### config.mk
export PLATFORM = sky130hd
export DESIGN_NAME = multi_clock_div
export DESIGN_NICKNAME = d
export VERILOG_FILES = /design/src/rtl/multi_clock_div.sv
export SDC_FILE = /design/constraint.sdc
export NUM_CORES = 1
export LEC_CHECK = 0
export ABC_AREA = 1
export CELL_PAD_IN_SITES_DETAIL_PLACEMENT = 1
export CELL_PAD_IN_SITES_GLOBAL_PLACEMENT = 2
export CORE_MARGIN = 3
export CORE_UTILIZATION = 38
export CTS_BUF_LIST = sky130_fd_sc_hd__clkbuf_4
export DETAILED_ROUTE_END_ITERATION = 8
export DONT_BUFFER_PORTS = 1
export PLACE_DENSITY_LB_ADDON = 0.12
export SYNTH_ARGS = -nofsm -noshare
export SYNTH_HDL_FRONTEND = slang
export SYNTH_SLANG_ARGS = --single-unit
### constraint.sdc
create_clock -name CLK_REF -period 2.85 [get_ports CLK_REF]
set_input_delay 0.285 -clock CLK_REF [delete_from_list [all_inputs] [get_ports CLK_REF]]
set_output_delay 0.285 -clock CLK_REF [all_outputs]
set_load 0.02 [all_outputs]
### src/rtl/multi_clock_div.sv
// Bank of independent 50%-duty clock dividers sharing one reference clock.
// Each channel has a programmable half-period, a run enable, a shared phase-align strobe and a registered rising-edge tick.
module multi_clock_div #(
  parameter int NUM_CH   = 4,
  parameter int CNT_W    = 27,
  parameter int HALF_RST = 25_000_000
) (
  input  logic              CLK_REF,
  input  logic              RST_N,
  input  logic [NUM_CH-1:0] EN,
  input  logic              SYNC,
  input  logic              WR_EN,
  input  logic [3:0]        WR_CH,
  input  logic [CNT_W-1:0]  WR_HALF,
  output logic [NUM_CH-1:0] CLK_OUT,
  output logic [NUM_CH-1:0] TICK
);

  localparam logic [CNT_W-1:0] HALF_INIT = CNT_W'(HALF_RST);
  localparam logic [CNT_W-1:0] ONE       = CNT_W'(1);

  // Terminal count for a half-period; a programmed zero behaves as one.
  function automatic logic [CNT_W-1:0] last_cnt(input logic [CNT_W-1:0] half);
    if (half == '0) begin
      return '0;
    end
    return half - ONE;
  endfunction

  logic              rst_meta_q;
  logic              rst_sync_q;
  logic              rst_sync_d;
  logic              run;

  logic [CNT_W-1:0]  half_q [NUM_CH];
  logic [CNT_W-1:0]  half_d [NUM_CH];
  logic [CNT_W-1:0]  cnt_q  [NUM_CH];
  logic [CNT_W-1:0]  cnt_d  [NUM_CH];
  logic [NUM_CH-1:0] clk_q;
  logic [NUM_CH-1:0] clk_d;
  logic [NUM_CH-1:0] tick_q;
  logic [NUM_CH-1:0] tick_d;
  logic [NUM_CH-1:0] wr_hit;

  // Counting starts on the second edge after release: the first stage has
  // captured the release by then, and the second stage keeps it held.
  always_comb begin
    rst_sync_d = rst_meta_q;
    run        = rst_meta_q | rst_sync_q;
  end

  always_comb begin
    wr_hit = '0;
    for (int i = 0; i < NUM_CH; i++) begin
      wr_hit[i] = WR_EN && (WR_CH == i[3:0]);
    end
  end

  always_comb begin
    clk_d  = clk_q;
    tick_d = '0;
    for (int i = 0; i < NUM_CH; i++) begin
      half_d[i] = half_q[i];
      cnt_d[i]  = cnt_q[i];
      if (wr_hit[i]) begin
        half_d[i] = WR_HALF;
      end
      if (SYNC) begin
        cnt_d[i] = '0;
        clk_d[i] = 1'b0;
      end else if (wr_hit[i]) begin
        cnt_d[i] = '0;
      end else if (run && EN[i]) begin
        if (cnt_q[i] == last_cnt(half_q[i])) begin
          cnt_d[i]  = '0;
          clk_d[i]  = ~clk_q[i];
          tick_d[i] = ~clk_q[i];
        end else begin
          cnt_d[i] = cnt_q[i] + ONE;
        end
      end
    end
  end

  always_ff @(posedge CLK_REF or negedge RST_N) begin
    if (!RST_N) begin
      rst_meta_q <= 1'b0;
      rst_sync_q <= 1'b0;
      for (int i = 0; i < NUM_CH; i++) begin
        half_q[i] <= HALF_INIT;
        cnt_q[i]  <= '0;
      end
      clk_q  <= '0;
      tick_q <= '0;
    end else begin
      rst_meta_q <= 1'b1;
      rst_sync_q <= rst_sync_d;
      for (int i = 0; i < NUM_CH; i++) begin
        half_q[i] <= half_d[i];
        cnt_q[i]  <= cnt_d[i];
      end
      clk_q  <= clk_d;
      tick_q <= tick_d;
    end
  end

  assign CLK_OUT = clk_q;
  assign TICK    = tick_q;

endmodule

# Yosys cells after proc, flatten, opt, wreduce, memory -nomap -nowiden
# Index checks and enable logic that the tools add are counted.
# word_totals
input_bits,39
out_inout_bits,8
register_bits,226
word_cells,152
# classes
n_reduce_logical,29
add_sub_neg,8
n_eq_ne,11
muxes,84
bitwise,5
# ops
operator,count
$mux 27,36
$add 27x1->27 const B,4
$eq 27x27->1,4
$logic_not 27->1,4
$sub 27x1->27 const B,4
$mux 1,48
$reduce_bool 2->1,8
$reduce_and 3->1,4
$reduce_bool 3->1,4
$eq 4x2->1 const B,2
$logic_and 1x1->1,8
$ne 2x2->1 const B,4
$eq 4x1->1 const B,1
$logic_not 4->1,1
$not 1->1,4
$or 1x1->1,1

# Depth between registers and ports, before layout
# Gate-level depths: netlist of the first run.
# logic_depth
ltp_word,14
depth_mapped,20
depth_no_buf,19

# Least setup slack after synthesis of the first run
# Ideal clock, no wire load.
# synth_timing
path_type,register to register
from,register half_q[54] (netlist name)
to,register cnt_q[56] (netlist name)
n_path_buf,2
period_less_slack_ps,2404
arrival_ps,2274
path_slack_ps,446
path_stages_with_launch,20
setup_time_ps,130
cell_sequence,dfrtp_1 > inv_1 > ha_1 > nand3_2 > nor2_4 > nand2_2 > inv_2 > nand2_4 > buf_6 > nand2_2 > nand2_1 > nand2_1 > nand2_1 > nor2_1 > nand3_1 > nor2_2 > nand3_4 > buf_6 > nand4_1 > o21ai_1
# synth_between
elab_chain_len,14
# synth_lines
element,line_no,rtl
from (decl),35,logic [CNT_W-1:0] half_q [NUM_CH];
"from (signal, indexed assignment)",99,half_q[i] <= half_d[i];
"parallel branches: the longest is 5 deep, another holds $sub 27x1->27",--,
$mux 27 (*),27,return half - ONE;
$mux 27 (*),73,end else if (run && EN[i]) begin
$mux 27 (*),71,end else if (wr_hit[i]) begin
$mux 27 (*),68,if (SYNC) begin
$eq 27x27->1 (*),74,if (cnt_q[i] == last_cnt(half_q[i])) begin
$mux 27 (*),74,
$mux 27 (*),73,
$mux 27 (*),71,
$mux 27 (*),68,
"to (signal, indexed assignment)",100,cnt_q[i] <= cnt_d[i];
to (decl),37,logic [CNT_W-1:0] cnt_q [NUM_CH];
# Mark *: on every way between the ends. The select of a mux whose other input is x is not followed.
# A chain may end at the register's enable or synchronous reset.

# Worst setup path after layout of the first run
# layout_timing
from,input WR_CH[2]
to,register half_q[33] (netlist name)
# layout_between
elab_chain_len,2
# layout_lines
element,line_no,rtl
from (decl),13,"input logic [3:0] WR_CH,"
$eq 4x2->1,55,wr_hit[i] = WR_EN && (WR_CH == i[3:0]);
$logic_and 1x1->1,55,
# No other way between the ends.

==> results_dict.tcl, run 1 <==
set metrics [dict create \
    final_area_sq_um 19900 \
    pwr_density_cell_nw_per_um2 573.8 \
    p_int_w 0.006826 \
    yosys_warnings 0 \
    comb_power_share_pct 33.5 \
    clock.fmax_ghz 0.3601 \
    antenna_found_initial 13 \
    cts_tree "yes" \
    via_per_inst 5.328 \
    path_max_fanout 49 \
    ioPinCount 47 \
    syn_area_per_cell_sq_um 6.612 \
    grt_usage_pct 27.39 \
    cp-startpoint "WR_CH[2]" \
    cts_htree_levels 3 \
    fin_crit_sh_pct 97.45 \
    drive_gt1_share_pct 15.25 \
    die_w_microns 218.5 \
    path_common_cell "dlygate4sd3_1" \
    crit_path_end "half_q[33]$_DFFE_PN1P_" \
    ctsHoldBuffers 46 \
    synth.top_cell.area_share_pct 25.97 \
    switchingPower_w 0.004593 \
    cp.arrival_ns 3.50 \
    clkSlewWorstSetupHoldPaths_ns 0.08 \
    num_rows 77 \
    reg2regPathDepth 19 \
    placed_area_sq_um 18060 \
    use_met2_pct 45.74 \
    ys_seq_area_share_pct 33.32 \
    vias 18020 \
    status "complete, but fails checks" \
    regToRegEndpoint "cnt_q[59]$_DFFE_PN0P_" \
    pwr-share-clk_pct 30.5 \
    crit_family "buffers and inverters" \
    post_drt_wl_per_cell_microns 19.25 \
    clock_latency_ns 0.80 \
    worst_slew_pin_slew_ns 0.8049 \
    reg2reg_setup_slack_ns 0.17 \
    place_hpwl_microns 49780 \
    overflow 0 \
    drc_errors 0 \
    drtIter0Drc 1001 \
    cts_buffers 70 \
    coreArea_sq_um 44410 \
    p_seq_share_pct 36.0 \
    cts-root-buf "clkbuf_4" \
    hold_viol_final 226 \
    synth_edf_count 0 \
    r2r-start "half_q[66]$_DFFE_PN1P_" \
    final.setup.tns_ns 0 \
    die-area_sq_um 47720 \
    synth.distinct_cells 40 \
    syn-num-nets 2641 \
    finClkSkew_ns 0.05576 \
    grt_pass1_wl_microns 103200 \
    layout_commonest_cell "nand2_1" \
    swShare_pct 40.22 \
    critPathKind "in2reg" \
    synth_top_cell_by_area "dfrtp_1" \
    netlist_area_sq_um 17150 \
    gp_congestion 0.8827 \
    vdd_drop_max_v 0.0003209 \
    utilization_pct 44.81 \
    ys_ff_latch 226 \
    worstSetupStartpointType "primary input" \
    final_cell_mix "nand2_1 (740), inv_1 (316), nor2_1 (282), nand3_1 (251), o21ai_0 (178)" \
    path_cells "dlygate4sd3_1 > nor2_2 > inv_1 > nor3_2 > dlygate4sd3_1 > buf_12 > nand2_1 > dlygate4sd3_1 > o21ai_0 > dlygate4sd3_1" \
    syn2layout_area_growth_pct 16.03 \
    maxCapViolCount 0 \
    cts.path.max_buffers 3 \
    whs_ns -0.7789 \
    async_flop_share_pct 100.0 \
    grt.met3_usage_pct 5.840 \
    port_buffers 0 \
    crit_buf_inv 6 \
    initial_core_util_pct 38.62 \
    syn_inst 2594 \
    violations "negative hold slack" \
    crit_slowest_cell "dlygate4sd3_1" \
    synthTopCellsByArea "dfrtp_1 (26%), nand2_1 (16%), nand3_1 (7.5%)" \
    nets 2775 \
    crit_cells 10 \
    synthFlopType "dfrtp_1" \
    top_usage_layer "met2" \
    setup_viol 0 \
    dieHeight_microns 218.5 \
    min_period_ns 2.777 \
    p_leak_nw 9.080 \
    dr.pass1.iters 4 \
    grt.met1_usage_pct 35.88 \
    grt_pass1_vias 18930 \
    dp_cells 3190 \
    postRouteAntennaNets 0 \
    fin_cells 3382 \
    routed_wirelength_microns 65120 \
    cpPeakStageDelay_ns 0.63 \
    cp-end-kind "flip-flop" \
    numClockSinks 226 \
    cp.required_ns 3.58 \
    slew_headroom_pct 46.17 \
    min_path_type "in2async" \
    grt_max_degree 227 \
    drv_slew 0 \
]
per-layer routing:
metal / vias to the layer above / wire, microns
met5: - / 28
met4: 6 / 1639
met3: 125 / 3230
met2: 335 / 30660
met1: 8781 / 29560
li1: 8773 / -
stage by stage:
| stage | power, W | worst slack [ns] |
|---|---|---|
| floorplan | 0.006544 | 0.4464 |
| global placement | 0.007633 | -0.03784 |
| detailed placement | 0.007723 | -0.1851 |
| finish | 0.01142 | 0.07271 |
| CTS | 0.01141 | 0.009119 |
| global route | 0.01234 | -0.0002116 |
sequential cells by signal, indices dropped and copies added, names as in the netlist:
| name | count |
|---|---|
| half_q | 108 |
| TICK | 4 |
| CLK_OUT | 4 |
| cnt_q | 108 |
| rst_sync_q | 1 |
| rst_meta_q | 1 |
power by group through the flow:
stage          clock [W]  sequential, W  combinational, W
6_report         0.00348        0.00411           0.00383
5_1_grt          0.00381        0.00417           0.00435
4_1_cts          0.00361        0.00410           0.00370
3_5_place_dp           0        0.00415           0.00357
3_3_place_gp           0        0.00415           0.00348
2_1_floorplan          0        0.00401           0.00253
cells in the mapped netlist, types with 2 or more instances:
library cell / instances
dfrtp_1: 178
and2_1: 7
buf_12: 4
nor2_2: 27
nand3b_1: 19
nor3_1: 40
o21ai_0: 185
nand3_4: 2
or2_2: 5
inv_2: 10
nand3_1: 257
nand2_2: 10
o22ai_2: 40
xnor2_1: 2
buf_4: 3
a21oi_1: 13
nor4_1: 16
dfstp_2: 48
clkbuf_1: 37
inv_1: 319
nor2_1: 311
nand2_4: 6
nand4_1: 120
o21bai_1: 8
nor2_4: 6
nand2_1: 744
o211ai_1: 3
ha_1: 8
nor3_2: 7
xor2_1: 79
o21ai_1: 37
buf_2: 4
o22ai_1: 6
buf_6: 16
nand3_2: 12
cell type report:
type	instances	area (sq um)
Clock inverter	14	80.08
Multi-Input combinational cell	1980	10130
Timing Repair Buffer	121	1136
Clock buffer	111	833.3
Sequential cell	226	5717
Fill cell	5849	24510
Inverter	329	1245
Antenna cell	9	22.52
Tap cell	592	740.7
worst min path at each step:
stage,endpoint
after floorplan,CLK_OUT[0]$_DFFE_PN0P_
after global placement,cnt_q[96]$_DFFE_PN0P_
after CTS,cnt_q[83]$_DFFE_PN0P_
after global routing,cnt_q[100]$_DFFE_PN0P_
after detailed placement,cnt_q[96]$_DFFE_PN0P_
final,cnt_q[102]$_DFFE_PN0P_
cell families after synthesis:
family	count (synthesis)	share of synthesized area, %
AO/OA/AOI/OAI	294	10.56
XOR/XNOR	81	4.136
adder cells (fa/ha/maj)	8	0.5836
buffers and inverters	393	9.775
flip-flops	226	33.32
other	1	0.02186
AND/OR/NAND/NOR	1591	41.60
repair_timing:
action,4_1_cts,5_1_grt
endpoints found under the setup margin,51,115
cloned,1,5
hold endpoints to repair,436,226
setup buffers,0,6
pin swaps,0,15
resized for setup,12,75
Power figures use the tool's default switching activity.
==> inputs of run 2 (changes only) <==
--- a/config.mk
+++ b/config.mk
@@ -13,6 +13,7 @@
 export CTS_BUF_LIST = sky130_fd_sc_hd__clkbuf_4
 export DETAILED_ROUTE_END_ITERATION = 8
 export DONT_BUFFER_PORTS = 1
+export HOLD_SLACK_MARGIN = 0.06
 export PLACE_DENSITY_LB_ADDON = 0.12
 export SYNTH_ARGS = -nofsm -noshare
 export SYNTH_HDL_FRONTEND = slang
==> run 2 against run 1 <==
The run still ends with negative hold slack left. Clock-buffer cell count unchanged. Sequential power about the same. Register-to-register slack about the same. Via count up 0.26%. Critical path type unchanged. Sequential cell count is the same. Routed wire length is essentially flat.
==> results_dict.tcl, run 2 (synthesis gave the netlist of run 1 again) <==
set metrics [dict create \
    pwr-share-clk_pct 30.5 \
    r2r-start "half_q[66]$_DFFE_PN1P_" \
    final_area_sq_um 19960 \
    finalPower_w 0.01143 \
    clock.fmax_ghz 0.3621 \
    fin_crit_sh_pct 96.91 \
    reg2regPathDepth 17 \
    coreArea_sq_um 44410 \
    syn2layout_area_growth_pct 16.37 \
    die_w_microns 218.5 \
    routed_wirelength_microns 65120 \
    met3WireLength_microns 3034 \
    cts_htree_levels 3 \
    drive_gt1_share_pct 15.11 \
    vdd_drop_max_v 0.0003238 \
    switchingPower_w 0.004602 \
    placed_area_sq_um 18060 \
    die-area_sq_um 47720 \
    cts_buffers 70 \
    port_buffers 0 \
    min_path_type "in2async" \
    reg_top3 "cnt_q: 108 flops, half_q: 108 flops" \
    grt_usage_pct 27.37 \
    grt_max_degree 227 \
    drc_errors 0 \
    overflow 0 \
    numClockSinks 226 \
    min_period_ns 2.762 \
    setup_viol 0 \
    wl_met2_microns 30690 \
    ioPinCount 47 \
    swShare_pct 40.25 \
    place_hpwl_microns 49780 \
    via_per_inst 5.331 \
    dieHeight_microns 218.5 \
    maxCapViolCount 0 \
    initial_core_util_pct 38.62 \
    post_drt_wl_per_cell_microns 19.22 \
    drv_slew 0 \
    status "complete, but fails checks" \
    cts-root-buf "clkbuf_4" \
    p_int_w 0.006830 \
    grt_pass1_wl_microns 103300 \
    comb_power_share_pct 33.5 \
    violations "negative hold slack" \
    final_cell_mix "nand2_1 (740), inv_1 (316), nor2_1 (285), nand3_1 (251), o21ai_0 (178)" \
    m1WireLength_microns 29710 \
    finClkSkew_ns 0.05727 \
    critPathKind "in2reg" \
    hold_viol_final 226 \
    num_rows 77 \
    cp.arrival_ns 3.50 \
    worst_slew_pin_slew_ns 1.131 \
    drtIter0Drc 1000 \
    whs_ns -0.7775 \
    pwr_density_cell_nw_per_um2 572.8 \
    gp_congestion 0.8827 \
    top_layer "met5" \
    slew_headroom_pct 24.29 \
    cp.required_ns 3.59 \
    cp-startpoint "WR_CH[1]" \
    clock_latency_ns 0.80 \
    antenna_found_initial 14 \
    p_seq_share_pct 36.0 \
    worstSetupStartpointType "primary input" \
    grt_pass1_vias 18980 \
    postRouteAntennaNets 0 \
    cp-end-kind "flip-flop" \
    clkSlewWorstSetupHoldPaths_ns 0.08 \
    path_max_fanout 46 \
    cts.path.max_buffers 3 \
    layout_commonest_cell "nand2_1" \
    vias 18070 \
    cts_tree "yes" \
    p_leak_nw 9.081 \
    nets 2781 \
    dr.pass1.iters 5 \
]
[run 2: changes by cell type in the layout (fill, tap and decap cells not counted)]
cell / delta
nor2_2: -3
dlygate4sd3_1: +6
buf_4: -1
diode_2: +1
nor2_1: +3
buf_6: +1
[run 2: worst max-delay path: stages]
cell and delay (ns):
dlygate4sd3_1 0.55, nand2_1 0.09, dlygate4sd3_1 0.57, nor3_2 0.33, buf_6 0.34, nand2_1 0.11, dlygate4sd3_1 0.58, o21ai_0 0.07
dlygate4sd3_1 0.56
[run 2: per-layer routing]
layer / vias to the layer above / global-route usage, %
li1: 8785 / -
met1: 8837 / 36.12
met2: 310 / 45.75
met3: 124 / 5.270
met4: 10 / 7.632
met5: - / 0
[run 2: path summary, 6_finish.rpt]
check / endpoint / slack (ns)
worst max-delay path: half_q[11]$_DFFE_PN1P_ / 0.09
max in group asynchronous: cnt_q[4]$_DFFE_PN0P_ / 2.98
min in group CLK_REF: cnt_q[81]$_DFFE_PN0P_ / 0.18
worst max register to register: cnt_q[59]$_DFFE_PN0P_ / 0.16
worst min register to register: rst_sync_q$_DFF_PN0_ / 0.40
worst min-delay path: cnt_q[100]$_DFFE_PN0P_ / -0.78
[run 2: area by class of cell]
cell class | instances | area (sq um)
Multi-Input combinational cell | 1980 | 10120
Clock buffer | 111 | 833.3
Sequential cell | 226 | 5717
Tap cell | 592 | 740.7
Inverter | 329 | 1245
Antenna cell | 10 | 25.02
Clock inverter | 14 | 80.08
Fill cell | 5846 | 24450
Timing Repair Buffer | 127 | 1200
[run 2: power by group through the flow]
stage               Combinational, W  Clock, W  Sequential (W)
global placement             0.00348         0         0.00415
floorplan                    0.00253         0         0.00401
CTS                          0.00370   0.00361         0.00410
detailed placement           0.00357         0         0.00415
finish                       0.00383   0.00348         0.00411
global route                 0.00436   0.00381         0.00417
[run 2: timing repair]
action                                 4_1_cts  5_1_grt
endpoints found under the hold margin      447      244
cloned                                       1        5
setup endpoints to repair                   51      116
hold buffers                                52        1
pin swaps                                    0       15
gates resized for setup                     12       73
buffers inserted                             0        6
[run 2: metrics by stage]
| step | cells | setup slack [ns] | setup TNS [ns] | utilization, % |
|---|---|---|---|---|
| 2_1_floorplan | 2594 | 0.4464 | 0 | - |
| 3_3_place_gp | 3190 | -0.03784 | -0.4626 | 40.67 |
| 3_5_place_dp | 3190 | -0.1851 | -4.754 | 40.67 |
| 4_1_cts | 3368 | 0.009119 | 0 | 44.08 |
| 5_1_grt | 3386 | -0.0009377 | -0.001462 | 44.92 |
| 6_report | 3389 | 0.08817 | 0 | 44.94 |
